### src/rtl/boot_loader_if.sv
// boot_loader_if: byte-stream input and memory-write/status bundle of boot_loader.
//   byte_i/byte_valid_i             : received byte and its one-cycle strobe
//   mem_we_o/mem_addr_o/mem_data_o  : word write port toward processor memory
//   cpu_reset_o/done_o/error_o      : processor reset and load status
// Modport slave is the loader side; master is the stream source / memory side.
interface boot_loader_if #(
  parameter int ADDR_WIDTH = 10
);
  logic [7:0]            byte_i;
  logic                  byte_valid_i;
  logic                  mem_we_o;
  logic [ADDR_WIDTH-1:0] mem_addr_o;
  logic [31:0]           mem_data_o;
  logic                  cpu_reset_o;
  logic                  done_o;
  logic                  error_o;

  modport slave (
    input  byte_i, byte_valid_i,
    output mem_we_o, mem_addr_o, mem_data_o, cpu_reset_o, done_o, error_o
  );

  modport master (
    output byte_i, byte_valid_i,
    input  mem_we_o, mem_addr_o, mem_data_o, cpu_reset_o, done_o, error_o
  );
endinterface

### src/rtl/boot_loader.sv
// boot_loader: receives a framed byte stream (0xA5, 4-byte LE word count,
// data bytes, XOR checksum), packs bytes into little-endian 32-bit words and
// writes them to word-addressed memory. Holds the processor in reset until a
// checksum-verified image has been written.
//   clk      : system clock, posedge
//   reset_i  : synchronous active-high reset
//   bus      : boot_loader_if.slave (byte input, memory write port, status)
module boot_loader #(
  parameter int ADDR_WIDTH = 10
) (
  input  logic          clk,
  input  logic          reset_i,
  boot_loader_if.slave  bus
);

  typedef enum logic [2:0] {IDLE, LEN, DATA, CSUM, DONE, ERROR} state_t;

  localparam logic [7:0]  SYNC_BYTE = 8'hA5;
  // Largest legal word count; one bit wider than the length so 2**32 cannot alias.
  localparam logic [32:0] MAX_LEN   = 33'(1) << ADDR_WIDTH;

  state_t                state_q, state_n;
  logic [1:0]            idx_q, idx_n;
  logic [31:0]           len_q, len_n;
  logic [7:0]            csum_q, csum_n;
  logic [23:0]           word_buf_q, word_buf_n;
  logic [ADDR_WIDTH:0]   cnt_q, cnt_n;
  logic [ADDR_WIDTH:0]   cnt_inc;
  logic [31:0]           len_full;
  logic                  we_q, we_n;
  logic [ADDR_WIDTH-1:0] addr_q, addr_n;
  logic [31:0]           data_q, data_n;
  logic                  cpu_reset_q, done_q, error_q;

  always_comb begin
    state_n    = state_q;
    idx_n      = idx_q;
    len_n      = len_q;
    csum_n     = csum_q;
    word_buf_n = word_buf_q;
    cnt_n      = cnt_q;
    we_n       = 1'b0;
    addr_n     = addr_q;
    data_n     = data_q;
    cnt_inc    = cnt_q + 1'b1;
    len_full   = {bus.byte_i, len_q[31:8]};

    if (bus.byte_valid_i) begin
      case (state_q)
        IDLE: begin
          if (bus.byte_i == SYNC_BYTE) begin
            csum_n  = 8'h00;
            idx_n   = 2'd0;
            state_n = LEN;
          end
        end
        LEN: begin
          // Length arrives LSB first, so shift in from the top.
          len_n  = len_full;
          csum_n = csum_q ^ bus.byte_i;
          idx_n  = idx_q + 2'd1;
          if (idx_q == 2'd3) begin
            if ({1'b0, len_full} > MAX_LEN) begin
              state_n = ERROR;
            end else if (len_full == 32'd0) begin
              state_n = CSUM;
            end else begin
              state_n = DATA;
              cnt_n   = '0;
            end
          end
        end
        DATA: begin
          csum_n = csum_q ^ bus.byte_i;
          idx_n  = idx_q + 2'd1;
          case (idx_q)
            2'd0:    word_buf_n[7:0]   = bus.byte_i;
            2'd1:    word_buf_n[15:8]  = bus.byte_i;
            2'd2:    word_buf_n[23:16] = bus.byte_i;
            default: begin
              we_n   = 1'b1;
              addr_n = cnt_q[ADDR_WIDTH-1:0];
              data_n = {bus.byte_i, word_buf_q};
              cnt_n  = cnt_inc;
              if (32'(cnt_inc) == len_q) begin
                state_n = CSUM;
              end
            end
          endcase
        end
        CSUM: begin
          state_n = (bus.byte_i == csum_q) ? DONE : ERROR;
        end
        default: ; // DONE and ERROR ignore bytes until reset
      endcase
    end
  end

  always_ff @(posedge clk) begin
    if (reset_i) begin
      state_q     <= IDLE;
      idx_q       <= 2'd0;
      cnt_q       <= '0;
      we_q        <= 1'b0;
      addr_q      <= '0;
      data_q      <= 32'd0;
      cpu_reset_q <= 1'b1;
      done_q      <= 1'b0;
      error_q     <= 1'b0;
    end else begin
      state_q     <= state_n;
      idx_q       <= idx_n;
      cnt_q       <= cnt_n;
      we_q        <= we_n;
      addr_q      <= addr_n;
      data_q      <= data_n;
      // Status is decoded from the next state so it appears with the state change.
      cpu_reset_q <= (state_n != DONE);
      done_q      <= (state_n == DONE);
      error_q     <= (state_n == ERROR);
    end
  end

  // Frame payload registers need no reset: they are reloaded before use.
  always_ff @(posedge clk) begin
    len_q      <= len_n;
    csum_q     <= csum_n;
    word_buf_q <= word_buf_n;
  end

  assign bus.mem_we_o    = we_q;
  assign bus.mem_addr_o  = addr_q;
  assign bus.mem_data_o  = data_q;
  assign bus.cpu_reset_o = cpu_reset_q;
  assign bus.done_o      = done_q;
  assign bus.error_o     = error_q;

endmodule

### src/flat_wrapper.sv
// flat-port wrapper written by rule: the top's interface ports become plain ports
module boot_loader_flat 
#(
  parameter int ADDR_WIDTH = 10
)
  (clk, reset_i, bus_byte_i, bus_byte_valid_i, bus_mem_we_o, bus_mem_addr_o, bus_mem_data_o, bus_cpu_reset_o, bus_done_o, bus_error_o);
  boot_loader_if #(.ADDR_WIDTH(ADDR_WIDTH)) bus_i ();
  input  logic clk;
  input  logic reset_i;
  input wire logic [$bits(bus_i.byte_i)-1:0] bus_byte_i;
  input wire logic [$bits(bus_i.byte_valid_i)-1:0] bus_byte_valid_i;
  output wire logic [$bits(bus_i.mem_we_o)-1:0] bus_mem_we_o;
  output wire logic [$bits(bus_i.mem_addr_o)-1:0] bus_mem_addr_o;
  output wire logic [$bits(bus_i.mem_data_o)-1:0] bus_mem_data_o;
  output wire logic [$bits(bus_i.cpu_reset_o)-1:0] bus_cpu_reset_o;
  output wire logic [$bits(bus_i.done_o)-1:0] bus_done_o;
  output wire logic [$bits(bus_i.error_o)-1:0] bus_error_o;
  assign bus_i.byte_i = bus_byte_i;
  assign bus_i.byte_valid_i = bus_byte_valid_i;
  assign bus_mem_we_o = bus_i.mem_we_o;
  assign bus_mem_addr_o = bus_i.mem_addr_o;
  assign bus_mem_data_o = bus_i.mem_data_o;
  assign bus_cpu_reset_o = bus_i.cpu_reset_o;
  assign bus_done_o = bus_i.done_o;
  assign bus_error_o = bus_i.error_o;
  boot_loader #(.ADDR_WIDTH(ADDR_WIDTH)) u_core (.clk(clk), .reset_i(reset_i), .bus(bus_i));
endmodule
### config.mk
export PLATFORM = sky130hd
export DESIGN_NAME = boot_loader_flat
export DESIGN_NICKNAME = d
export VERILOG_FILES = /design/src/rtl/boot_loader_if.sv /design/src/rtl/boot_loader.sv /design/src/flat_wrapper.sv
export SDC_FILE = /design/constraint.sdc
export NUM_CORES = 1
export LEC_CHECK = 0
export ABC_AREA = 1
export BUFFER_PORTS_ARGS = -buffer_cell sky130_fd_sc_hd__buf_2
export CAP_MARGIN = 20
export CORE_UTILIZATION = 52
export DETAILED_ROUTE_END_ITERATION = 12
export PLACE_DENSITY = 0.76
export SLEW_MARGIN = 20
export SYNTH_ARGS = -nofsm -noshare
export SYNTH_HDL_FRONTEND = slang
export SYNTH_SLANG_ARGS = --single-unit
### constraint.sdc
create_clock -name clk -period 2.5 [get_ports clk]
set_input_delay 0.125 -clock clk [delete_from_list [all_inputs] [get_ports clk]]
set_output_delay 0.125 -clock clk [all_outputs]
set_load 0.05 [all_outputs]
* Word-level counts from Yosys, hierarchy flattened
Cells that the tools add are included.
** Storage, ports and cells
- Output and inout port bits :: 46
- Register bits after elaboration :: 126
** Cells by class
- Reductions and logical operators :: 15
- Equal/unequal tests :: 17
- Add/subtract/negate cells :: 2
- Order comparisons :: 1
- Mux-type cells :: 19
- Bitwise operators :: 4
** Operator list (number)
- $mux W11 :: 4
- $eq A11 B32 Y1 :: 1
- $gt A32 B11 Y1 const B :: 1
- $logic_not A32 Y1 :: 1
- $pmux W11 S2 :: 1
- $mux W3 :: 6
- $pmux W8 S2 :: 1
- $reduce_and A3 Y1 :: 5
- $pmux W3 S4 :: 1
- $add A11 B1 Y11 const B :: 1
- $eq A8 B8 Y1 :: 1
- $eq A8 B8 Y1 const B :: 1
- $mux W8 :: 1
- $xor A8 B8 Y8 :: 1
- $eq A3 B2 Y1 const B :: 2
- $eq A3 B3 Y1 const B :: 2
- $ne A2 B2 Y1 const B :: 3
- $reduce_and A6 Y1 :: 1
- $reduce_or A3 Y1 :: 2
- $eq A2 B2 Y1 const B :: 2
- $ne A2 B1 Y1 const B :: 2
- $pmux W2 S2 :: 1
- $reduce_bool A2 Y1 :: 2
- $eq A3 B1 Y1 const B :: 1
- other kinds (10) :: 14

* Longest topological paths before layout
- Depth after elaboration :: 7
- Depth in mapped cells :: 14
- Mapped depth without buffers :: 14

* Worst setup path after synthesis
No wires, ideal clock.
- Kind :: register to register
- From :: register u_core.state_q[1]
- To :: register u_core.len_q[0] (enable)
- Arrival time :: 1918 ps
- Setup slack :: 161 ps
- Stages on the path, launching flop included :: 4
- Data required time :: 2079 ps
- Setup time :: 421 ps
- Cells stage by stage :: dfxtp_1 nor2_2 nand2_1 nor2_1
** Between the ends
- Word-level cells in the longest chain between the ends :: 2
** RTL lines
- start: declaration :: line boot_loader.sv:22 : state_t state_q, state_n;
- start signal: assignment :: line boot_loader.sv:111 : state_q <= state_n;
- $eq A3 B1 Y1 :: line boot_loader.sv:49 : case (state_q)
- $reduce_and A2 Y1 (no source line)
- end signal: assignment :: line boot_loader.sv:126 : len_q <= len_n;
- end: declaration :: line boot_loader.sv:24 : logic [31:0] len_q, len_n;
No other way between the ends.
A chain may end at the register's enable or synchronous reset.

* Worst setup path after layout
- From :: register u_core.len_q[29]
- To :: register u_core.cnt_q[1]
** Between the ends
- Word-level cells in the longest chain between the ends :: 3
** RTL lines
- $gt A32 B11 Y1 / $logic_not A32 Y1 (equally long branches) :: line boot_loader.sv:63, boot_loader.sv:65
- $ne A2 B2 Y1 (no source line)
- $reduce_and A6 Y1 (no source line) *
- end signal: assignment :: line boot_loader.sv:113 : cnt_q <= cnt_n;
- end: declaration :: line boot_loader.sv:27 : logic [ADDR_WIDTH:0] cnt_q, cnt_n;
Every way passes the cells marked *; elsewhere a longest branch is shown, timed or not.

==> flow_summary.toml <==
[setup_path]
critPathLaunch = "u_core.len_q[29]"
timing.rr.start = "u_core.len_q[29]"
cp-end-kind = "flop"
cp_max_fo = 11
cp-start-kind = "flop"
cp_cell_sequence = "nor2_1 -> nand2_1 -> nor2_1 -> nand3_1 -> inv_1 -> nand2_1 -> nand2_1 -> nand3_1 -> o21ai_0 -> nor2_1"
cp_data_arrival_time_ns = 2.50
reg2reg_slack_ns = 0.40
cp_top_family = "simple AND/OR/NAND/NOR gates"
crit_type = "flop to flop"
crit_buf_inv = 1
worstPathRequired_ns = 2.90
cp_slowest_cell = "edfxtp_1"
cpPeakStageDelay_ns = 0.39

[pwr]
p_leak_uw = 0.002682
p_seq_share_pct = 46.7
power_frac_comb_pct = 6.0
p_switching_uw = 1176
swShare_pct = 24.15
irDropWorstVdd_mv = 0.6966
p_int_uw = 3695
p_per_area_nw_per_um2 = 789.2
clockPowerShare_pct = 47.3

[drt]
wl_per_cell_um = 15.07
drc = 0
dr.pass1.iters = 5
via_per_inst = 5.262
drt-total-wl_um = 11350
initialDrtViolationCount = 252
drtAntennaViolNets = 0
vias = 3962

[placement]
io_buffers = 56
gp_congestion = 0.9221
place_hpwl_um = 7473

[sta]
grt_setup_unrepaired = "false"
max_slew_margin_pct = 48.80
fin_crit_ns = 2.096
skew_ns = 0.005743
setup_viol = 0
period_share_pct = 83.86
tightest_slew_ns = 0.7651
drv_slew = 0
hold_viol = 0
setup_tns_ns = 0
max_freq_mhz = 477.0

[clocking]
clock-sinks = 126
cts_tree = "built"
clock_tree.root_cell = "clkbuf_8"
cts_made_buffers = 17
cts_buffer_depth = 2
post_cts_buffers = 0
htree_num_levels = 4
clock_latency_ns = 0.52
cts.clk_slew.worst_paths_ns = 0.06

[floorplan]
die_y_um = 101.0
core_region_area_um2 = 9371
die_w_um = 101.0
io_pins = 57
dieArea_um2 = 10190
initial_core_util_pct = 54.35
rows = 35

[finish]
area_growth_pct = 21.17
antenna_cells = 0
post-route-util_pct = 65.86
drive_above_1_share_pct = 19.55
fin_nets = 627
fill_cells = 762

[yosys]
syn_area_per_cell_um2 = 9.503
syn_nets = 552
yosysTopAreaCell = "edfxtp_1"
synth_cell_types = 27
synthesis.area_um2 = 5094
netlist_instances = 536
synth_seq_cells = 126
synth_warnings = 0
yosysSeqAreaShare_pct = 62.10
synthTopCellsByArea = "edfxtp_1, dfxtp_1, nor2_1"
synth_top_area_share_pct = 37.73

[global_route]
track_usage_pct = 24.31
grt_pass1_wl_um = 18350
grt_overflow_total = 0
antenna_found_initial = 0
grt_start_max_net_pins = 33
grt_pass1_vias = 3879

[hold_path]
hp-start = "reset_i"
worstHoldPathType = "primary input to flop"

[job]
drv_cap = 0

[status]
outcome = "complete, no violations"
[cell usage after synthesis]
master,count
nand3b_1,4
inv_1,43
a21oi_1,23
o21ai_1,23
o21ai_0,32
nor2_2,3
nand3_2,5
a211oi_2,1
clkbuf_1,7
nand2_2,7
edfxtp_1,64
nor2_1,120
ha_1,5
dfxtp_1,62
buf_2,3
xor2_1,3
a211oi_1,2
nand3_1,20
nor2_4,3
xnor2_1,6
xnor3_1,1
buf_4,4
buf_6,1
inv_2,10
nand4_1,7
nor3_1,6
nand2_1,71
[power groups by stage]
stage	Sequential [µW]	Combinational (µW)	Clock (µW)
finish	2270	292	2300
global route	2280	325	2440
CTS	2270	291	2330
detailed placement	2320	275	0
global placement	2310	265	0
floorplan	2310	184	0
[routing by layer]
metal	GRT usage, %	vias up	wire length [µm]
met5	0	-	0
met4	10.37	0	347
met3	6.172	27	664
met2	43.20	128	5835
met1	27.74	1876	4500
li1	-	1931	-
[flip-flops by register name, summed over array words and instances, names as in the netlist]
register                count
u_core.bus.mem_data_o      32
u_core.len_q               32
u_core.word_buf_q          24
u_core.cnt_q               11
u_core.bus.mem_addr_o      10
u_core.csum_q               8
u_core.state_q              3
u_core.idx_q                2
u_core.bus.cpu_reset_o      1
u_core.bus.done_o           1
u_core.bus.error_o          1
u_core.bus.mem_we_o         1
[area by class of cell]
type / instances / area [µm²] / share of cell area (%)
Tap cell: 129 / 161.4 / 2.615
Timing Repair Buffer: 71 / 430.4 / 6.973
Multi-Input combinational cell: 342 / 1657 / 26.84
Sequential cell: 126 / 3163 / 51.25
Clock buffer: 19 / 431.7 / 6.994
Clock inverter: 13 / 130.1 / 2.108
Inverter: 53 / 198.9 / 3.223
[cell usage in the layout, fill, tap and decap left out, types with 3 or more instances in the layout]
cell	synthesis	routed
buf_4	4	4
nand3_1	20	20
inv_2	10	10
nand2_2	7	7
inv_1	43	43
nand2_1	71	71
o21ai_0	32	32
nand3b_1	4	4
dfxtp_1	62	62
inv_6	0	6
dlygate4sd3_1	0	10
buf_2	3	56
xor2_1	3	3
nand3_2	5	5
nor2_1	120	119
ha_1	5	5
clkinvlp_4	0	4
o21ai_1	23	23
a21oi_1	23	23
edfxtp_1	64	64
xnor2_1	6	6
nor2_2	3	3
clkbuf_16	0	16
nor3_1	6	6
nor2_4	3	4
nand4_1	7	7
[worst register-to-register path, stage by stage (launching register included)]
cell and delay (ns):
edfxtp_1 0.39, nor2_1 0.11, nand2_1 0.06, nor2_1 0.21, nand3_1 0.15, inv_1 0.10, nand2_1 0.08, nand2_1 0.11
nand3_1 0.34, o21ai_0 0.35, nor2_1 0.07
[through the flow]
stage / setup WS (ns) / power (µW) / cells / hold WS [ns] / area, µm²
final: 0.4035 / 4871 / 753 / 0.4187 / 6172
after global routing: 0.1970 / 5041 / 753 / 0.4458 / 6172
after CTS: 0.4471 / 4893 / 753 / 0.4059 / 6172
after detailed placement: 0.4697 / 2592 / 711 / 0.4084 / 5510
after global placement: 0.5750 / 2580 / 711 / 0.4037 / 5510
after floorplan: 0.1614 / 2498 / 536 / 0.1974 / 5094
[path summary, 6_finish.rpt]
kind / end / cells after the start
worst max register to register: u_core.cnt_q[1] / 10
worst max-delay path: u_core.cnt_q[1] / 10
worst min register to register: u_core.len_q[16] / 0
worst min-delay path: u_core.state_q[1] / 3
[logic make-up after synthesis]
| logic type | synth area share, % |
|---|---|
| buf+inv | 5.527 |
| xor+xnor | 1.990 |
| flops | 62.10 |
| compound gates | 8.204 |
| fa+ha+maj | 1.228 |
| simple gates | 20.95 |
[timing repair]
action | 4_1_cts | 5_1_grt
gates resized for setup | 0 | 0
endpoints found under the hold margin | 45 | 0
hold buffers | 10 | 0
setup endpoints to repair | 0 | 0
(Power assumes the default switching activity.)
